[src/rtl/p_rf_wb_arbiter_if.sv]
// -----------------------------------------------------------------------------
// p_rf_wb_arbiter_if
// Bundles all signals of the writeback arbiter except clk and rst_n.
//   Writeback requests : req0_*/req1_* (valid, rd, data in; ready out)
//   Stall              : wb_stall
//   Register-file port : wr_enable, rd_address, wr_data
//   Issue / scoreboard : issue_valid, issue_rd, issue_ready, busy[31:0]
//   Hazard query       : rs1_address, rs2_address, rs3_address, hazard
//   Optional forwarding: fwd_hit[2:0], present only with P_WB_BYPASS_EN
// Modports: slave = arbiter side, master = pipeline / environment side.
// -----------------------------------------------------------------------------
interface p_rf_wb_arbiter_if #(
    parameter int REG_WIDTH = 64
);
    logic                 req0_valid;
    logic [4:0]           req0_rd;
    logic [REG_WIDTH-1:0] req0_data;
    logic                 req0_ready;
    logic                 req1_valid;
    logic [4:0]           req1_rd;
    logic [REG_WIDTH-1:0] req1_data;
    logic                 req1_ready;
    logic                 wb_stall;
    logic                 wr_enable;
    logic [4:0]           rd_address;
    logic [REG_WIDTH-1:0] wr_data;
    logic                 issue_valid;
    logic [4:0]           issue_rd;
    logic                 issue_ready;
    logic [4:0]           rs1_address;
    logic [4:0]           rs2_address;
    logic [4:0]           rs3_address;
    logic                 hazard;
    logic [31:0]          busy;
`ifdef P_WB_BYPASS_EN
    logic [2:0]           fwd_hit;
`endif

    modport slave (
`ifdef P_WB_BYPASS_EN
        output fwd_hit,
`endif
        input  req0_valid, req0_rd, req0_data,
        output req0_ready,
        input  req1_valid, req1_rd, req1_data,
        output req1_ready,
        input  wb_stall,
        output wr_enable, rd_address, wr_data,
        input  issue_valid, issue_rd,
        output issue_ready,
        input  rs1_address, rs2_address, rs3_address,
        output hazard, busy
    );

    modport master (
`ifdef P_WB_BYPASS_EN
        input  fwd_hit,
`endif
        output req0_valid, req0_rd, req0_data,
        input  req0_ready,
        output req1_valid, req1_rd, req1_data,
        input  req1_ready,
        output wb_stall,
        input  wr_enable, rd_address, wr_data,
        output issue_valid, issue_rd,
        input  issue_ready,
        output rs1_address, rs2_address, rs3_address,
        input  hazard, busy
    );
endinterface

[src/rtl/p_rf_wb_arbiter.sv]
// -----------------------------------------------------------------------------
// p_rf_wb_arbiter
// Two-pipe writeback arbiter with a 32-entry in-flight scoreboard.
//   - Round-robin grant between pipe 0 and pipe 1 (combinational ready).
//   - Winning request is registered onto the register-file write port
//     (wr_enable / rd_address / wr_data) one cycle later.
//   - busy[n] is set by an accepted issue of rd n and cleared the edge after
//     the write of rd n leaves the write port; a simultaneous set wins.
//   - hazard flags any source operand whose register is still in flight.
// Ports:
//   clk   : clock, rising edge
//   rst_n : synchronous reset, active HIGH despite its name
//   wb    : p_rf_wb_arbiter_if.slave bundle (requests, write port, scoreboard)
// Build option:
//   P_WB_BYPASS_EN : operands matching the write currently on the write port
//                    are not reported as hazards; fwd_hit[2:0] reports
//                    which of rs1/rs2/rs3 (bit 0/1/2) matched.
// -----------------------------------------------------------------------------
module p_rf_wb_arbiter #(
    parameter int REG_WIDTH = 64
) (
    input  logic             clk,
    input  logic             rst_n,
    p_rf_wb_arbiter_if.slave wb
);
    logic                 grant0_s;
    logic                 grant1_s;
    logic                 xfer0_s;
    logic                 xfer1_s;
    // 1 = pipe 1 won last, so pipe 0 wins the next contention
    logic                 last_grant_r;
    logic                 wr_enable_r;
    logic [4:0]           rd_address_r;
    logic [REG_WIDTH-1:0] wr_data_r;
    logic [31:0]          busy_r;
    logic [31:0]          busy_nxt_s;
    logic [31:0]          clr_mask_s;
    logic [31:0]          set_mask_s;
    logic                 issue_ready_s;
    logic                 hazard_s;
`ifdef P_WB_BYPASS_EN
    logic [2:0]           match_s;
`endif

    // Round-robin grant; nothing is granted under stall or reset
    always_comb begin
        grant0_s = 1'b0;
        grant1_s = 1'b0;
        if (rst_n || wb.wb_stall) begin
            grant0_s = 1'b0;
            grant1_s = 1'b0;
        end else begin
            case ({wb.req0_valid, wb.req1_valid})
                2'b10: grant0_s = 1'b1;
                2'b01: grant1_s = 1'b1;
                2'b11: begin
                    grant0_s = last_grant_r;
                    grant1_s = ~last_grant_r;
                end
                default: begin
                    grant0_s = 1'b0;
                    grant1_s = 1'b0;
                end
            endcase
        end
    end

    assign xfer0_s = wb.req0_valid & grant0_s;
    assign xfer1_s = wb.req1_valid & grant1_s;

    // Last-grant pointer moves only on a completed transfer
    always_ff @(posedge clk) begin
        if (rst_n) begin
            last_grant_r <= 1'b1;
        end else if (xfer0_s) begin
            last_grant_r <= 1'b0;
        end else if (xfer1_s) begin
            last_grant_r <= 1'b1;
        end else begin
            last_grant_r <= last_grant_r;
        end
    end

    // Register-file write port; address/data hold when idle
    always_ff @(posedge clk) begin
        if (rst_n) begin
            wr_enable_r  <= 1'b0;
            rd_address_r <= 5'd0;
            wr_data_r    <= {REG_WIDTH{1'b0}};
        end else if (xfer0_s) begin
            wr_enable_r  <= 1'b1;
            rd_address_r <= wb.req0_rd;
            wr_data_r    <= wb.req0_data;
        end else if (xfer1_s) begin
            wr_enable_r  <= 1'b1;
            rd_address_r <= wb.req1_rd;
            wr_data_r    <= wb.req1_data;
        end else begin
            wr_enable_r  <= 1'b0;
        end
    end

    assign issue_ready_s = ~busy_r[wb.issue_rd];

    // Scoreboard next state; OR-ing the set mask last lets issue beat clear
    always_comb begin
        clr_mask_s = 32'd0;
        set_mask_s = 32'd0;
        if (wr_enable_r) begin
            clr_mask_s = 32'd1 << rd_address_r;
        end else begin
            clr_mask_s = 32'd0;
        end
        if (wb.issue_valid && issue_ready_s) begin
            set_mask_s = 32'd1 << wb.issue_rd;
        end else begin
            set_mask_s = 32'd0;
        end
        busy_nxt_s = (busy_r & ~clr_mask_s) | set_mask_s;
    end

    // Scoreboard register
    always_ff @(posedge clk) begin
        if (rst_n) begin
            busy_r <= 32'd0;
        end else begin
            busy_r <= busy_nxt_s;
        end
    end

`ifdef P_WB_BYPASS_EN
    // Operands matching the write on the port can take it by forwarding
    always_comb begin
        match_s[0] = wr_enable_r && (wb.rs1_address == rd_address_r);
        match_s[1] = wr_enable_r && (wb.rs2_address == rd_address_r);
        match_s[2] = wr_enable_r && (wb.rs3_address == rd_address_r);
        hazard_s   = (busy_r[wb.rs1_address] & ~match_s[0]) |
                     (busy_r[wb.rs2_address] & ~match_s[1]) |
                     (busy_r[wb.rs3_address] & ~match_s[2]);
    end

    assign wb.fwd_hit = match_s;
`else
    // Any in-flight source operand is a hazard
    always_comb begin
        hazard_s = busy_r[wb.rs1_address] |
                   busy_r[wb.rs2_address] |
                   busy_r[wb.rs3_address];
    end
`endif

    assign wb.req0_ready  = grant0_s;
    assign wb.req1_ready  = grant1_s;
    assign wb.wr_enable   = wr_enable_r;
    assign wb.rd_address  = rd_address_r;
    assign wb.wr_data     = wr_data_r;
    assign wb.issue_ready = issue_ready_s;
    assign wb.hazard      = hazard_s;
    assign wb.busy        = busy_r;
endmodule

[src/flat_wrapper.sv]
// flat-port wrapper written by rule: the top's interface ports become plain ports
module p_rf_wb_arbiter_flat 
#(
    parameter int REG_WIDTH = 64
)
  (clk, rst_n, wb_req0_valid, wb_req0_rd, wb_req0_data, wb_req0_ready, wb_req1_valid, wb_req1_rd, wb_req1_data, wb_req1_ready, wb_wb_stall, wb_wr_enable, wb_rd_address, wb_wr_data, wb_issue_valid, wb_issue_rd, wb_issue_ready, wb_rs1_address, wb_rs2_address, wb_rs3_address, wb_hazard, wb_busy);
  p_rf_wb_arbiter_if #(.REG_WIDTH(REG_WIDTH)) wb_i ();
  input  logic clk;
  input  logic rst_n;
  input wire logic [$bits(wb_i.req0_valid)-1:0] wb_req0_valid;
  input wire logic [$bits(wb_i.req0_rd)-1:0] wb_req0_rd;
  input wire logic [$bits(wb_i.req0_data)-1:0] wb_req0_data;
  output wire logic [$bits(wb_i.req0_ready)-1:0] wb_req0_ready;
  input wire logic [$bits(wb_i.req1_valid)-1:0] wb_req1_valid;
  input wire logic [$bits(wb_i.req1_rd)-1:0] wb_req1_rd;
  input wire logic [$bits(wb_i.req1_data)-1:0] wb_req1_data;
  output wire logic [$bits(wb_i.req1_ready)-1:0] wb_req1_ready;
  input wire logic [$bits(wb_i.wb_stall)-1:0] wb_wb_stall;
  output wire logic [$bits(wb_i.wr_enable)-1:0] wb_wr_enable;
  output wire logic [$bits(wb_i.rd_address)-1:0] wb_rd_address;
  output wire logic [$bits(wb_i.wr_data)-1:0] wb_wr_data;
  input wire logic [$bits(wb_i.issue_valid)-1:0] wb_issue_valid;
  input wire logic [$bits(wb_i.issue_rd)-1:0] wb_issue_rd;
  output wire logic [$bits(wb_i.issue_ready)-1:0] wb_issue_ready;
  input wire logic [$bits(wb_i.rs1_address)-1:0] wb_rs1_address;
  input wire logic [$bits(wb_i.rs2_address)-1:0] wb_rs2_address;
  input wire logic [$bits(wb_i.rs3_address)-1:0] wb_rs3_address;
  output wire logic [$bits(wb_i.hazard)-1:0] wb_hazard;
  output wire logic [$bits(wb_i.busy)-1:0] wb_busy;
  assign wb_i.req0_valid = wb_req0_valid;
  assign wb_i.req0_rd = wb_req0_rd;
  assign wb_i.req0_data = wb_req0_data;
  assign wb_req0_ready = wb_i.req0_ready;
  assign wb_i.req1_valid = wb_req1_valid;
  assign wb_i.req1_rd = wb_req1_rd;
  assign wb_i.req1_data = wb_req1_data;
  assign wb_req1_ready = wb_i.req1_ready;
  assign wb_i.wb_stall = wb_wb_stall;
  assign wb_wr_enable = wb_i.wr_enable;
  assign wb_rd_address = wb_i.rd_address;
  assign wb_wr_data = wb_i.wr_data;
  assign wb_i.issue_valid = wb_issue_valid;
  assign wb_i.issue_rd = wb_issue_rd;
  assign wb_issue_ready = wb_i.issue_ready;
  assign wb_i.rs1_address = wb_rs1_address;
  assign wb_i.rs2_address = wb_rs2_address;
  assign wb_i.rs3_address = wb_rs3_address;
  assign wb_hazard = wb_i.hazard;
  assign wb_busy = wb_i.busy;
  p_rf_wb_arbiter #(.REG_WIDTH(REG_WIDTH)) u_core (.clk(clk), .rst_n(rst_n), .wb(wb_i));
endmodule
[config.mk]
export PLATFORM = sky130hd
export DESIGN_NAME = p_rf_wb_arbiter_flat
export DESIGN_NICKNAME = d
export VERILOG_FILES = /design/src/rtl/p_rf_wb_arbiter_if.sv /design/src/rtl/p_rf_wb_arbiter.sv /design/src/flat_wrapper.sv
export SDC_FILE = /design/constraint.sdc
export NUM_CORES = 1
export LEC_CHECK = 0
export ABC_AREA = 1
export CAP_MARGIN = 5
export CORE_MARGIN = 2
export CORE_UTILIZATION = 40
export CTS_BUF_LIST = sky130_fd_sc_hd__clkbuf_4
export CTS_CLUSTER_SIZE = 28
export DETAILED_ROUTE_END_ITERATION = 16
export HOLD_SLACK_MARGIN = 0.05
export PLACE_DENSITY_LB_ADDON = 0.15
export RECOVER_POWER = 25
export SLEW_MARGIN = 20
export SYNTH_ARGS = -nofsm -noshare
export SYNTH_HDL_FRONTEND = slang
export SYNTH_SLANG_ARGS = --single-unit
[constraint.sdc]
create_clock -name clk -period 1.5 [get_ports clk]
set_input_delay 0.225 -clock clk [delete_from_list [all_inputs] [get_ports clk]]
set_output_delay 0.225 -clock clk [all_outputs]
set_load 0.05 [all_outputs]
==> run metrics <==
status finished, violations left; failing checks negative setup slack; TritonCTS Buffers 9; layout cells sized above 1 33.7%; Vias/cell 5.60; initial DRC count around 600; crit path time final about 2000 ps; final HPWL from detailed placement 18.1 mm; min-delay worst type input pin to flip-flop; cells taking the most area after synthesis dfxtp_1 (33%), o21ai_0 (11%), nand2_1 (9.2%); Period Utilization, post-route 136%; reg-to-reg slack, setup -290 ps; Die W 129 µm; switch share 34.8%; CTS tree built; Slew Limit Fails 0; Mapped Cells 884; PortBufs 269; htree depth 3; uppermost routed layer met4; worst path required time between 1000 and 1500 ps; RePlAce Congestion about 0.94; MaxCap Viol Count 0; EDFF count, synth 0; P_int 4.56 mW; DRT antenna net count 0; Congestion Overflow GR 0; Main synth FF type dfxtp_1; part of the power in registers 41.6%; Yosys top cell by area dfxtp_1; Worst-Skew Late Latency just under 500 ps; # setup viols final 107; CP arrival 1810 ps; Pleak around 4.2 nW; Initial Utilization 41.0%; drt pass-1 iters 5; Synth-to-Final Area Change 77.5%; Setup CP Type flip-flop to output port; clock sink count 103; Post-Syn Area slightly above 6000 µm²; Core Area between 15000 and 20000 µm²; worst hold slack about 150 ps; I/O pins 270; clock tree buffer depth 2; die height about 130 µm; number of global-route vias before repair 7150; Slew @ Worst Pin around 800 ps; DIE AREA 16600 µm²; global-route wire length before repair 38.8 mm; DRT met1 WL roughly 11 mm; commonest cells in the synthesized netlist nand2_1 (153), o21ai_0 (143), dfxtp_1 (103), a21oi_1 (101), o21a_1 (69); Clock Pin Slew Worst Setup and Hold Paths approximately 170 ps; Final nets 1383; Seq cells post-synth 103; Worst setup EP type output port; Max VDD drop approximately 0.00047 V; Total Power 7.00 mW; root buffer cell clkbuf_4; Mapped Nets roughly 1000; worst slack, placed -592 ps; Peak Freq 490 MHz; Worst slew margin 46.6%; worst-path fanout max 4; RSZ-0062 raised after global routing yes; Power Dens Cells between 600 and 700 nW/µm²; Yosys warning count 0; Final Hold Fails 0; post-route setup slack -540 ps; Routed WL per cell 19.6 µm; initial antenna violation count 1; setup TNS -19820 ps; Async S/R FF share, synth 0%; Worst Skew roughly 24 ps; met2 WL post-DR 13.7 mm; Combinational Power Share between 30% and 40%; post-synth cell types 30; Post-Syn Area per Cell 7.05 µm²; Worst setup SP type flip-flop; gr usage total between 30% and 40%; top cell type's share of synthesized area 33.1%; clock power share between 20% and 30%; NetSw 2.44 mW; Cell Rows 45; Residual DRC 0; post-synthesis sequential area ratio approximately 33%; vias slightly below 8000; cell with the most instances after synthesis nand2_1; drt total wl 27.6 mm; WL met3 2.30 mm; largest net degree at the start of global routing 56
==> what timing repair did <==
item,in CTS,in global routing
pin swaps,16,25
resized for setup,64,115
setup endpoints to repair,103,114
cloned,6,16
hold buffers,0,0
setup buffers,11,8
==> through the flow <==
stage / utilization, % / instances / area (µm²)
after floorplan: - / 884 / 6300
after global placement: 64.7 / 1360 / 9840
after detailed placement: 64.7 / 1360 / 9840
after CTS: 68.7 / 1393 / 10400
after global routing: 72.7 / 1413 / 11100
final: 72.7 / 1413 / 11100
==> path summary, 6_finish.rpt <==
check	startpoint	endpoint	cells past startpoint
setup / recovery	u_core.wb.busy[16]$_SDFF_PP0_	wb_hazard	9
hold / removal	wb_issue_valid	u_core.wb.busy[2]$_SDFF_PP0_	3
setup reg to reg	u_core.wb.busy[16]$_SDFF_PP0_	u_core.wb.busy[12]$_SDFF_PP0_	12
hold reg to reg	u_core.wb.wr_data[10]$_SDFFE_PP0P_	u_core.wb.wr_data[10]$_SDFFE_PP0P_	2
==> layout make-up <==
| cell class | count | area, µm² |
|---|---|---|
| timing repair buffer | 390 | 4340 |
| fill | 1199 | 4140 |
| sequential | 103 | 2160 |
| multi-input combinational | 672 | 3960 |
| clock buffer | 11 | 82.6 |
| inverter | 41 | 194 |
| timing repair inverter | 2 | 32.5 |
| tap | 188 | 235 |
| antenna | 1 | 2.50 |
| clock inverter | 5 | 63.8 |
==> cell usage in the layout, fill, tap and decap left out, types with 6 or more instances in the layout <==
cell             netlist  routed
clkdlybuf4s50_1        0     158
nand2_1              153     134
o21ai_0              143     115
buf_4                  5     104
a21oi_1              101      86
o21a_1                69      69
dfxtp_1              103      66
buf_12                 3      54
nand3_1               60      49
nor2_1                47      46
a21oi_2               30      45
clkbuf_2               0      33
nand3_2               30      32
inv_1                 34      29
o21ai_1                4      24
dfxtp_4                0      19
dfxtp_2                0      18
o211ai_1              12      12
nand2_2                1      12
clkbuf_16              0      12
buf_6                  3      12
clkbuf_4               0      11
nand3_4                0       9
nand2_4                1       8
o21ai_2                0       7
buf_16                 0       6
buf_8                  0       6
==> critical path: stages (launching register included) <==
cell	delay (ps)
dfxtp_4	390
clkinvlp_4	160
o21ai_2	170
nand3_1	90
nand2_1	90
nand2_1	60
nand3_2	70
nand2_2	70
nand3_4	80
buf_12	130
==> power by group through the flow <==
stage                     sequential (mW)  clock [mW]  combinational, mW
after floorplan                      3.34           0              0.745
after global placement               2.98           0               2.08
after detailed placement             2.98           0               2.10
after CTS                            2.92        1.59               2.27
after global routing                 2.93        1.69               2.64
final                                2.91        1.58               2.51
==> flip-flops by register name, indices dropped and copies added (netlist names) <==
signal / cells
u_core.wb.wr_data: 64
u_core.last_grant_r: 1
u_core.wb.rd_address: 5
u_core.wb.busy: 32
u_core.wb.wr_enable: 1
==> routing by layer <==
layer  global-route usage (%)  vias up
met4                     11.1        0
met5                        0        -
li1                         -     3750
met3                     8.19       78
met2                     51.9      396
met1                     35.6     3686
==> cell families after synthesis <==
family,after synthesis,share of synthesized area [%]
AOI/OAI and AO/OA,364,34.8
and+or+nand+nor,308,23.6
buffers and inverters,109,8.48
DFF,103,33.1
Power figures use the tool's default switching activity.
